`src/rtl/mem_port_arbiter.sv`:
```
`default_nettype none
// ============================================================================
// mem_port_arbiter : fetch/data arbiter in front of one single-ported memory
// Rev 1.0 - initial release
// ============================================================================
module mem_port_arbiter #(
  parameter int ADDR_W     = 32,
  parameter int DATA_W     = 32,
  parameter int STARVE_MAX = 4
) (
  input  logic              clk,
  input  logic              rst,
  // instruction-fetch port
  input  logic              i_req,
  input  logic [ADDR_W-1:0] i_addr,
  input  logic              i_flush,
  output logic              i_gnt,
  output logic              i_rvalid,
  output logic [DATA_W-1:0] i_rdata,
  // data port
  input  logic              d_req,
  input  logic              d_we,
  input  logic [ADDR_W-1:0] d_addr,
  input  logic [DATA_W-1:0] d_wdata,
  input  logic [2:0]        d_size,
  output logic              d_gnt,
  output logic              d_rvalid,
  output logic [DATA_W-1:0] d_rdata,
  // memory side
  output logic              m_req,
  output logic              m_we,
  output logic [ADDR_W-1:0] m_addr,
  output logic [DATA_W-1:0] m_wdata,
  output logic [2:0]        m_size,
  input  logic              m_ready,
  input  logic              m_rvalid,
  input  logic [DATA_W-1:0] m_rdata
);

  localparam logic [1:0] ST_IDLE    = 2'd0;
  localparam logic [1:0] ST_ISSUE   = 2'd1;
  localparam logic [1:0] ST_WAIT    = 2'd2;
  localparam logic       OWN_I      = 1'b0;
  localparam logic       OWN_D      = 1'b1;
  localparam logic [3:0] STARVE_LIM = 4'(STARVE_MAX);
  localparam logic [2:0] SIZE_WORD  = 3'b010;

  logic [1:0]        state_q,   state_d;
  logic              owner_q,   owner_d;
  logic              drop_q,    drop_d;
  logic [3:0]        starve_q,  starve_d;
  logic              m_we_q,    m_we_d;
  logic [ADDR_W-1:0] m_addr_q,  m_addr_d;
  logic [DATA_W-1:0] m_wdata_q, m_wdata_d;
  logic [2:0]        m_size_q,  m_size_d;

  logic idle;
  logic starved;
  logic resp;

  // Grants are combinational and only ever raised in IDLE.
  always_comb begin
    idle    = (state_q == ST_IDLE);
    starved = i_req && (starve_q == STARVE_LIM);
    d_gnt   = idle && d_req && !starved;
    i_gnt   = idle && i_req && !d_gnt;
    resp    = (state_q == ST_WAIT) && m_rvalid;
  end

  always_comb begin
    starve_d = starve_q;
    if (!i_req || i_gnt) begin
      starve_d = 4'd0;
    end else if (d_gnt && (starve_q != 4'hF)) begin
      starve_d = starve_q + 4'd1;
    end
  end

  always_comb begin
    state_d   = state_q;
    owner_d   = owner_q;
    drop_d    = drop_q;
    m_we_d    = m_we_q;
    m_addr_d  = m_addr_q;
    m_wdata_d = m_wdata_q;
    m_size_d  = m_size_q;
    case (state_q)
      ST_IDLE: begin
        drop_d = 1'b0;
        if (d_gnt) begin
          state_d   = ST_ISSUE;
          owner_d   = OWN_D;
          m_we_d    = d_we;
          m_addr_d  = d_addr;
          m_wdata_d = d_wdata;
          m_size_d  = d_size;
        end else if (i_gnt) begin
          state_d   = ST_ISSUE;
          owner_d   = OWN_I;
          drop_d    = i_flush;
          m_we_d    = 1'b0;
          m_addr_d  = i_addr;
          m_wdata_d = '0;
          m_size_d  = SIZE_WORD;
        end
      end
      ST_ISSUE: begin
        if ((owner_q == OWN_I) && i_flush) begin
          drop_d = 1'b1;
        end
        if (m_ready) begin
          state_d = ST_WAIT;
        end
      end
      ST_WAIT: begin
        if ((owner_q == OWN_I) && i_flush) begin
          drop_d = 1'b1;
        end
        if (m_rvalid) begin
          state_d = ST_IDLE;
          drop_d  = 1'b0;
        end
      end
      default: begin
        state_d = ST_IDLE;
        drop_d  = 1'b0;
      end
    endcase
  end

  // A flush in the response cycle itself also discards the fetch data.
  always_comb begin
    m_req    = (state_q == ST_ISSUE);
    m_we     = m_we_q;
    m_addr   = m_addr_q;
    m_wdata  = m_wdata_q;
    m_size   = m_size_q;
    i_rvalid = resp && (owner_q == OWN_I) && !drop_q && !i_flush;
    i_rdata  = i_rvalid ? m_rdata : '0;
    d_rvalid = resp && (owner_q == OWN_D);
    d_rdata  = (d_rvalid && !m_we_q) ? m_rdata : '0;
  end

  always_ff @(posedge clk) begin
    if (rst) begin
      state_q   <= ST_IDLE;
      owner_q   <= OWN_I;
      drop_q    <= 1'b0;
      starve_q  <= 4'd0;
      m_we_q    <= 1'b0;
      m_addr_q  <= '0;
      m_wdata_q <= '0;
      m_size_q  <= 3'b000;
    end else begin
      state_q   <= state_d;
      owner_q   <= owner_d;
      drop_q    <= drop_d;
      starve_q  <= starve_d;
      m_we_q    <= m_we_d;
      m_addr_q  <= m_addr_d;
      m_wdata_q <= m_wdata_d;
      m_size_q  <= m_size_d;
    end
  end

endmodule
`default_nettype wire

```
`config.mk`:
```
export PLATFORM = sky130hd
export DESIGN_NAME = mem_port_arbiter
export DESIGN_NICKNAME = d
export VERILOG_FILES = /design/src/rtl/mem_port_arbiter.sv
export SDC_FILE = /design/constraint.sdc
export NUM_CORES = 1
export LEC_CHECK = 0
export ABC_AREA = 1
export CAP_MARGIN = 20
export CORE_MARGIN = 8
export CORE_UTILIZATION = 35
export DETAILED_ROUTE_END_ITERATION = 8
export PLACE_DENSITY = 0.83
export SETUP_SLACK_MARGIN = 0.05
export SYNTH_ARGS = -nofsm -noshare
export SYNTH_HDL_FRONTEND = slang
export SYNTH_SLANG_ARGS = --single-unit
```
`constraint.sdc`:
```
create_clock -name clk -period 2.1 [get_ports clk]
set_input_delay 0.315 -clock clk [delete_from_list [all_inputs] [get_ports clk]]
set_output_delay 0.315 -clock clk [all_outputs]
set_load 0.01 [all_outputs]
```
After elaboration in Yosys (flattened, before gate mapping) --
Index checks and enable logic that the tools add are counted.
Word-level totals: logic and storage cells 63, bits of input ports 139, register bits after elaboration 76, output and inout port bits 137
Cells by class: multiplexer cells 21, $add $sub $neg 1, reductions and logical operators 25, equal/unequal tests 7, bitwise logic cells 1
Operators with widths (number):
- 32-bit 2-to-1 mux | 6
- 1-bit logical AND | 13
- 2-bit 2-to-1 mux | 4
- 1-bit 2-to-1 mux | 7
- 1-bit zero test | 6
- 3-bit 2-to-1 mux | 2
- 2-bit case mux with 3 select lines | 1
- 4-bit by 1-bit adder with 4-bit output (second input constant) | 1
- 4-bit by 3-bit equality test with 1-bit output (second input constant) | 1
- 4-bit != test (second input constant) | 1
- 3-bit != test (second input constant) | 1
- 1-bit case mux with 3 select lines | 1
- 3-bit AND reduction | 1
- 2-bit by 1-bit equality test with 1-bit output (second input constant) | 1
- 2-bit equality test (second input constant) | 1
- 2-bit zero test | 1
- 2-bit by 1-bit != test with 1-bit output (second input constant) | 1
- 2-bit != test (second input constant) | 1
- 2-bit AND reduction | 1
- 2-bit nonzero test | 1
- 2-bit OR reduction | 1
- 1-bit logical OR | 1
- 1-bit inverter | 1

Depth between registers and ports, before layout --
depth after elaboration 9, mapped depth 11, gate-level depth less buffers 10

Worst setup path after synthesis --
No wires, ideal clock.
kind register to output, start reg starve_q[0], end out i_gnt, stages on the path, launching flop included 10, required time 1785 ps, arrival time 1240 ps, slack 545 ps, buffers on the path 1, path through dfxtp_1 -> inv_1 -> ha_1 -> nand2_1 -> inv_1 -> nand2_2 -> nand2_4 -> nand2_2 -> buf_4 -> inv_1
On the way: longest elaborated chain between the ends 6
Ends and longest elaborated chain:
- start: declaration | RTL line 51 | logic [3:0] starve_q, starve_d;
- start signal: assignment | RTL line 158 | starve_q <= starve_d;
- 4-bit by 3-bit equality test with 1-bit output | RTL line 64 | starved = i_req && (starve_q == STARVE_LIM);
- 1-bit logical AND | RTL line 64
- 1-bit zero test | RTL line 65 | d_gnt = idle && d_req && !starved;
- 1-bit logical AND | RTL line 65
- 1-bit zero test | RTL line 66 | i_gnt = idle && i_req && !d_gnt;
- 1-bit logical AND | RTL line 66
- end: declaration | RTL line 17 | output logic i_gnt,
No other way between the ends.

Worst setup path in the final report --
start reg state_q[0], end out d_rdata[20]
On the way: longest elaborated chain between the ends 5
Ends and longest elaborated chain:
- start: declaration | RTL line 48 | logic [1:0] state_q, state_d;
- start signal: assignment | RTL line 155 | state_q <= state_d;
- 2-bit equality test | RTL line 67 | resp = (state_q == ST_WAIT) && m_rvalid;
- 1-bit logical AND | RTL line 67
- 1-bit logical AND | RTL line 140 | d_rvalid = resp && (owner_q == OWN_D);
- 1-bit logical AND | RTL line 141 | d_rdata = (d_rvalid && !m_we_q) ? m_rdata : '0;
- 32-bit 2-to-1 mux | RTL line 141
- end: declaration | RTL line 28 | output logic [DATA_W-1:0] d_rdata,
No other way between the ends.

==> impl_metrics.py <==
metrics = {
    "outcome": {
        "outcome": "finished clean",
    },
    "global_route": {
        "grt_first_pass_wirelength_um": 22700,
        "grtUsageTotal_pct": 19.5,
        "grt_pass1_vias": 4317,
        "globalRoute.busiestLayer": "met2",
        "grt_max_degree": 45,
        "grtUsageMet2_pct": 33.2,
        "met3_usage_pct": 9.07,
        "use_met1_pct": 21.7,
        "grt_overflow_total": 0,
        "antenna_found_initial": 1,
    },
    "placed_design": {
        "place_inst": 976,
        "port_buffers": 275,
        "dpl-instance-area_um2": 6710,
        "place_ws_ps": -323,
        "dp_hpwl_um": 11300,
        "globalplace.congestion": 0.899,
    },
    "worst_setup_path": {
        "r2r_slack_ps": 290,
        "crit_buf_inv": 3,
        "r2r-start": "starve_q[0]$_SDFFE_PP0P_",
        "required_ps": 1780,
        "path_class": "flop to primary output",
        "arrival_ps": 1610,
        "cp_slowest_cell": "dfxtp_1",
        "cp-start-kind": "flop",
        "crit_family": "simple AND/OR/NAND/NOR gates",
        "critical_path.cell_chain": "inv_2 > nand4_1 > or2_4 > buf_12 > nor2_1 > clkdlybuf4s15_2",
        "end_kind": "primary output",
        "max_stage_delay_ps": 330,
        "cp_max_fo": 32,
        "cp-startpoint": "state_q[0]$_SDFFE_PP0P_",
    },
    "logic_synthesis": {
        "synthMuxAreaShare_pct": 0,
        "yosysSeqAreaShare_pct": 40.1,
        "syn_inst": 578,
        "synth_compound_area_share_pct": 7.39,
        "yosys_warnings": 0,
        "yosys.area_share.simple_pct": 38.5,
        "avgSynthCellArea_um2": 6.56,
        "synth_top_family_by_area": "simple AND/OR/NAND/NOR gates",
        "synthXorXnorAreaFrac_pct": 0,
        "synthArstFlopShare_pct": 0,
        "synthAdderAreaFrac_pct": 0.660,
        "synth_seq_cells": 76,
        "syn-num-nets": 719,
        "ys_types": 23,
        "ys.flop_type": "dfxtp_1",
        "syn_area_um2": 3790,
        "synth_edf_count": 0,
    },
    "die": {
        "die_w_um": 120,
        "die_area_um2": 14400,
        "coreArea_um2": 10700,
        "io_pins": 276,
        "start_util_pct": 35.5,
        "die_h_um": 120,
        "rows": 38,
    },
    "clocking": {
        "cts_buffers": 9,
        "cts_tree": "built",
        "ctsHoldBuffers": 0,
        "htreeDepth": 3,
        "cts_root_buffer": "clkbuf_8",
        "clockBufferDepth": 2,
        "path_clk_slew_ps": 90,
        "clk-insertion-delay-late_ps": 340,
        "cts.sinks": 76,
    },
    "power_and_ir_drop": {
        "ir_drop_mv": 0.486,
        "power.leakage_nw": 3.07,
        "powerDensity_nw_per_um2": 608,
        "total_power_mw": 4.08,
    },
    "timing": {
        "post-route-min-period_ps": 1930,
        "max_freq_mhz": 518,
        "maxSlewHeadroom_pct": 70.3,
        "clock_skew_ps": 14.8,
        "setup_slack_ps": 170,
        "finalHoldViolations": 0,
        "setup_viol": 0,
        "rsz0062_at_grt": "no",
        "holdWs_ps": 359,
        "worst_pin_slew_ps": 446,
        "slew_viol_final": 0,
        "setup_tns_ps": 0,
        "period_share_pct": 91.9,
    },
    "cells_and_area": {
        "drive_above_1_share_pct": 12.7,
        "seq_area_um2": 1530,
        "diodes": 0,
        "final_cell_mix": "clkdlybuf4s50_1, nor2_1, nand2_1",
        "area_delta_synth_final_pct": 76.8,
        "fin_cells": 993,
        "n_fill_cell": 988,
        "postLayoutCoreUtil_pct": 62.7,
        "final_cell_area_um2": 6710,
        "final_common_cell": "clkdlybuf4s50_1",
        "nNetsFinal": 989,
        "multiInputGateArea_um2": 1780,
    },
    "detailed_routing": {
        "antenna_left": 0,
        "drt_iter0_markers": 343,
        "first_pass_iters": 4,
        "drc": 0,
        "vias": 4386,
        "drt_wl_total_um": 14500,
        "vias_per_cell": 4.42,
        "wl_per_cell_um": 14.6,
    },
    "worst_hold_path": {
        "hold_class": "input port to flop",
        "hold_path.startpoint": "m_rvalid",
    },
    "job": {
        "cap_viol_max_count": 0,
    },
}
## cell usage after synthesis, types with 5 or more instances
library cell  instances  area [um2]
a21oi_1              31         155
a21oi_2              10        87.6
buf_2                10        50.1
buf_4                 7        52.6
clkbuf_1             14        52.6
dfxtp_1              76        1520
inv_1                83         312
nand2_1             116         435
nand3_1              41         205
nand3b_1             32         240
nor2_1              134         503
o21ai_0               5        25.0
## final timing paths
path                                                  to  depth (start not counted)
worst min-delay path             state_q[1]$_SDFFE_PP0P_                          4
worst min register to register    m_size[1]$_SDFFE_PP0P_                          2
worst max-delay path                         d_rdata[20]                          6
worst max register to register  starve_q[0]$_SDFFE_PP0P_                         10
## kinds of logic after synthesis
family                     Yosys count
buffers and inverters              121
and+or+nand+nor                    332
AOI/OAI and AO/OA                   47
DFF                                 76
adders and majority gates            2
## power breakdown
part           switching [mW]  internal (mW)  total [mW]  leakage [nW]
logic                   0.569          0.657        1.23          2.34
clock network           0.622          0.581        1.20         0.106
registers              0.0686           1.58        1.65         0.628
total                    1.26           2.82        4.08          3.07
## timing repair
item                                   4_1_cts  5_1_grt
setup endpoints to repair                   66       63
endpoints found under the hold margin        0        0
pin swaps                                    0        1
buffers inserted                             0        1
resized for setup                           85      107
## cell type report
| type | instances | area share (%) |
|---|---|---|
| flip-flops and latches | 76 | 22.8 |
| repair buffers | 293 | 40.0 |
| clock buffers | 9 | 1.85 |
| inverters | 87 | 4.87 |
| well taps | 140 | 2.61 |
| multi-input cells | 381 | 26.5 |
| clock inverters | 7 | 1.36 |
## worst reg2reg max path, delay by kind of cell (launching register included)
family,cells,cell delay [ps]
AO/OA/AOI/OAI,1,170
adder cells (fa/ha/maj),1,190
buffers and inverters,3,450
flip-flops,1,370
AND/OR/NAND/NOR,5,550
## layer usage
layer,up-vias,part of all wire [%],wire [um]
li1,2289,-,-
met1,1930,40,5780
met2,151,49,7070
met3,14,10,1490
met4,2,1.2,167
met5,-,0.090,13
## flip-flops by register name, indices dropped and copies added (netlist names)
register / count
m_size: 3
owner_q: 1
m_addr: 32
m_we: 1
state_q: 2
drop_q: 1
m_wdata: 32
starve_q: 4
Power figures use the tool's default switching activity.
